==> src/rtl/serial_adder.sv <==
// Bit-serial WIDTH-bit adder: one full-adder cell and a carry flip-flop, LSB first.
// Optional signed-overflow output enabled by defining SERIAL_ADDER_OVF_EN.
module serial_adder #(
    parameter int unsigned WIDTH = 8
) (
    input  logic             clk,
    input  logic             rst_n,
    input  logic             start,
    input  logic [WIDTH-1:0] a,
    input  logic [WIDTH-1:0] b,
    input  logic             carry_in,
    output logic             busy,
    output logic             done,
    output logic [WIDTH-1:0] sum,
    output logic             carry
`ifdef SERIAL_ADDER_OVF_EN
    ,
    output logic             overflow
`endif
);

    localparam int unsigned CW = (WIDTH > 1) ? 32'($clog2(WIDTH)) : 1;

    typedef enum logic [1:0] {
        S_IDLE,
        S_RUN,
        S_DONE
    } state_t;

    state_t           r_state;
    state_t           w_state_n;
    logic [WIDTH-1:0] r_sa;
    logic [WIDTH-1:0] r_sb;
    logic [WIDTH-1:0] r_sr;
    logic             r_cff;
    logic [CW-1:0]    r_cnt;
    logic             r_busy;
    logic             r_done;
    logic [WIDTH-1:0] r_sum;
    logic             r_carry;

    logic [WIDTH-1:0] w_sa_n;
    logic [WIDTH-1:0] w_sb_n;
    logic [WIDTH-1:0] w_sr_n;
    logic             w_cff_n;
    logic [CW-1:0]    w_cnt_n;
    logic             w_busy_n;
    logic             w_done_n;
    logic [WIDTH-1:0] w_sum_n;
    logic             w_carry_n;

    logic             w_s;
    logic             w_c;
    logic             w_last;
    logic [WIDTH-1:0] w_shift;

`ifdef SERIAL_ADDER_OVF_EN
    logic             r_ovf;
    logic             w_ovf_n;
`endif

    // The single full-adder cell
    assign w_s     = r_sa[0] ^ r_sb[0] ^ r_cff;
    assign w_c     = (r_sa[0] & r_sb[0]) | (r_cff & (r_sa[0] ^ r_sb[0]));
    assign w_last  = (r_cnt == CW'(WIDTH - 1));
    // Shift-based form stays legal for WIDTH=1 where a part-select would not
    assign w_shift = (r_sr >> 1) | (WIDTH'(w_s) << (WIDTH - 1));

    always_comb begin
        w_state_n = r_state;
        w_sa_n    = r_sa;
        w_sb_n    = r_sb;
        w_sr_n    = r_sr;
        w_cff_n   = r_cff;
        w_cnt_n   = r_cnt;
        w_busy_n  = 1'b0;
        w_done_n  = 1'b0;
        w_sum_n   = r_sum;
        w_carry_n = r_carry;
`ifdef SERIAL_ADDER_OVF_EN
        w_ovf_n   = r_ovf;
`endif
        case (r_state)
            S_IDLE, S_DONE: begin
                w_state_n = S_IDLE;
                if (start) begin
                    w_state_n = S_RUN;
                    w_sa_n    = a;
                    w_sb_n    = b;
                    w_cff_n   = carry_in;
                    w_cnt_n   = '0;
                    w_busy_n  = 1'b1;
                end
            end
            S_RUN: begin
                w_sa_n  = r_sa >> 1;
                w_sb_n  = r_sb >> 1;
                w_sr_n  = w_shift;
                w_cff_n = w_c;
                w_cnt_n = r_cnt + CW'(1);
                if (w_last) begin
                    w_state_n = S_DONE;
                    w_done_n  = 1'b1;
                    w_sum_n   = w_shift;
                    w_carry_n = w_c;
`ifdef SERIAL_ADDER_OVF_EN
                    // Carry into the MSB is the carry FF during the last bit
                    w_ovf_n   = r_cff ^ w_c;
`endif
                end else begin
                    w_busy_n = 1'b1;
                end
            end
            default: w_state_n = S_IDLE;
        endcase
    end

    always_ff @(posedge clk) begin
        if (!rst_n) begin
            r_state <= S_IDLE;
            r_sa    <= '0;
            r_sb    <= '0;
            r_sr    <= '0;
            r_cff   <= 1'b0;
            r_cnt   <= '0;
            r_busy  <= 1'b0;
            r_done  <= 1'b0;
            r_sum   <= '0;
            r_carry <= 1'b0;
`ifdef SERIAL_ADDER_OVF_EN
            r_ovf   <= 1'b0;
`endif
        end else begin
            r_state <= w_state_n;
            r_sa    <= w_sa_n;
            r_sb    <= w_sb_n;
            r_sr    <= w_sr_n;
            r_cff   <= w_cff_n;
            r_cnt   <= w_cnt_n;
            r_busy  <= w_busy_n;
            r_done  <= w_done_n;
            r_sum   <= w_sum_n;
            r_carry <= w_carry_n;
`ifdef SERIAL_ADDER_OVF_EN
            r_ovf   <= w_ovf_n;
`endif
        end
    end

    assign busy  = r_busy;
    assign done  = r_done;
    assign sum   = r_sum;
    assign carry = r_carry;
`ifdef SERIAL_ADDER_OVF_EN
    assign overflow = r_ovf;
`endif

endmodule

==> config.mk <==
export PLATFORM = sky130hd
export DESIGN_NAME = serial_adder
export DESIGN_NICKNAME = d
export VERILOG_FILES = /design/src/rtl/serial_adder.sv
export SDC_FILE = /design/constraint.sdc
export NUM_CORES = 1
export LEC_CHECK = 0
export ABC_CLOCK_PERIOD_IN_PS = 1630
export CORE_MARGIN = 5
export CORE_UTILIZATION = 53
export CTS_BUF_LIST = sky130_fd_sc_hd__clkbuf_8
export DETAILED_ROUTE_END_ITERATION = 7
export MAX_ROUTING_LAYER = met4
export PLACE_DENSITY = 0.88
export SYNTH_ARGS = -nofsm -noshare
export SYNTH_HDL_FRONTEND = slang
export SYNTH_SLANG_ARGS = --single-unit
==> constraint.sdc <==
create_clock -name clk -period 1.63 [get_ports clk]
set_input_delay 0.163 -clock clk [delete_from_list [all_inputs] [get_ports clk]]
set_output_delay 0.163 -clock clk [all_outputs]
set_load 0.005 [all_outputs]
==> results.ini <==
[synthesis]
postSynthAreaPerCell_um2=9.069
synth_top_area_cell=dfxtp_1
synth.mux.area_fraction_pct=0
synthTopCellsByArea=dfxtp_1, o221ai_1, nand2_1
synth_area_um2=1605
synth_fp_nets=200
synth_compound_area_share_pct=18.32
synth_cells=177
synth_top_family_by_area=simple AND/OR/NAND/NOR gates
synth-simple-area-share_pct=22.84
yosysSeqAreaShare_pct=49.88
synth_seq_cells=40
synth_cell_types=22
synth.top_cell.area_share_pct=49.88
synthXorXnorAreaFrac_pct=0
yosysWarnings=0
synth_fa_ha_area_share_pct=2.806

[outcome]
outcome=complete, no violations

[floorplan]
fp.dieW_um=65.04
io_pins=31
rows=20
core_um2=2978
start_util_pct=53.91
die_h_um=65.04
die_area_um2=4230

[finish]
fin_cells=239
fin_nets=228
layout_common_cells=dfxtp_1, clkdlybuf4s50_1, nand2_1
antennaDiodeCount=0
layout_commonest_cell=dfxtp_1
design_area_um2=1993
syn_to_final_growth_pct=24.16
drive_gt1_share_pct=7.282

[critical_path]
crit_family=adder cells
critPathMaxStageDelay_ns=0.33
path_buf_inv=0
cp-end-kind=register
crit_chain=ha_1 > ha_1 > nand3b_1 > nand2_1 > a21boi_0
setup.worst_path.start_class=register
arrival_ns=1.58
critical_path_class=register to register
cp.required_ns=1.85
path_common_cell=ha_1
slowest_stage=dfxtp_1
path_max_fanout=9

[pwr]
peakVddDrop_uv=704.7
pwr-share-seq_pct=53.3
p_sw_share_pct=25.27
p_comb_share_pct=12.5
p_total_w=0.001993
p_sw_w=0.0005038
intPower_w=0.001489
power-per-cell-area_nw_per_um2=1000
clkPwrFrac_pct=34.2
power.leakage_nw=0.7297

[sta]
setup_tns_ns=0
fin_crit_sh_pct=83.70
fmax_mhz=733.0
slew_headroom_pct=74.35
slew_viol_final=0
hold_violations=0
period_minus_slack_ns=1.364
whs_ns=0.4286
rsz0062_at_grt=no
worstMarginPinSlew_ns=0.3848
setup_viol=0
fin_worst_skew_ns=0.004064

[global_routing]
antenna_found_initial=0
grt_pass1_wl_mm=5.954
first_global_vias=1378
overflow=0
grt_max_degree=41
grt_usage_pct=18.61

[drt]
ant_nets=0
dr.pass1.iters=4
wl_per_cell_um=14.46
drcViolationCount=0
vias_per_cell=5.762
drt-total-wl_mm=3.455
drt_iter0_drc=77
dr_total_vias=1377

[cts]
post-cts-setup-buffers=0
root_buffer=clkbuf_8
cts.reportedPaths.clkPinSlew_ns=0.08
cts_resized=0
clk_path_buf_depth=2
hold_buffers=0
cts.sinks=40
cts_buffers=5
htreeDepth=2
tritoncts=yes
clock_latency_ns=0.30

[hold_path]
min-delay-path-class=input port to register

[placed_design]
place_area_um2=1901
place.gp.congestion=0.7572
dp_cells=231
portBuffers=30
dp_hpwl_mm=2.244

[run]
cap_viol_max_count=0

==> layer usage <==
metal	global-route usage [%]	part of all wire, %	up-vias
met1	21.00	45	651
met4	9.326	3.0	0
met3	6.412	4.3	9
met5	-	0	-
li1	-	-	676
met2	29.37	48	41
==> per-stage QoR <==
| step | utilization [%] | setup slack (ns) |
|---|---|---|
| floorplan | - | 0.4264 |
| global placement | 63.82 | 0.3121 |
| detailed placement | 63.82 | 0.2667 |
| CTS | 66.93 | 0.2490 |
| global route | 66.93 | 0.09850 |
| finish | 66.93 | 0.2657 |
==> area by class of cell <==
class	instances	area, um2
fill	240	984.7
sequential	40	800.8
multi-input combinational	121	705.7
timing repair buffer	37	352.8
clock buffer	6	82.58
tap	33	41.29
clock inverter	2	10.01
==> sequential cells by signal (all words and copies together) (netlist names) <==
name	count
sum	8
carry	1
r_sr	7
r_sb	8
r_sa	8
busy	1
done	1
r_state	2
r_cff	1
r_cnt	3
==> power groups by stage <==
stage / sequential [W] / clock (W) / combinational [W]
floorplan: 0.00107 / 0 / 0.000173
global placement: 0.00108 / 0 / 0.000235
detailed placement: 0.00108 / 0 / 0.000247
CTS: 0.00106 / 0.000691 / 0.000248
global route: 0.00107 / 0.000744 / 0.000277
finish: 0.00106 / 0.000681 / 0.000250
==> synth_stat cells <==
master / count
a21boi_0: 7
a21boi_1: 13
and2_1: 2
and2b_1: 1
and3_1: 3
buf_2: 4
buf_4: 3
buf_6: 3
clkbuf_1: 6
dfxtp_1: 40
fa_1: 1
ha_1: 2
nand2_1: 27
nand2b_1: 2
nand3_1: 13
nand3b_1: 1
nor2_1: 16
nor2b_1: 1
nor3_1: 15
o21a_1: 1
o21ai_1: 1
o221ai_1: 15
==> kinds of logic after synthesis <==
logic type	after synthesis
AO/OA/AOI/OAI	37
adder cells (fa/ha/maj)	3
buffers and inverters	16
flip-flops	40
AND/OR/NAND/NOR	81
==> final timing paths <==
check	startpoint	end	slack [ns]	cells after the start
min	a[7]	r_sa[7]$_SDFFE_PN0P_	0.43	3
max reg2reg	r_cnt[0]$_SDFFE_PN0P_	sum[0]$_SDFFE_PN0P_	0.27	5
max	r_cnt[0]$_SDFFE_PN0P_	sum[0]$_SDFFE_PN0P_	0.27	5
min reg2reg	r_sr[1]$_SDFFE_PN0P_	r_sr[1]$_SDFFE_PN0P_	0.47	2
==> worst register-to-register path: cells and delay by family (launching register included) <==
kind | cells | cell delay, ns
adders and majority gates | 2 | 0.39
AOI/OAI and AO/OA | 1 | 0.19
and+or+nand+nor | 2 | 0.38
DFF | 1 | 0.33
(Power assumes the default switching activity.)
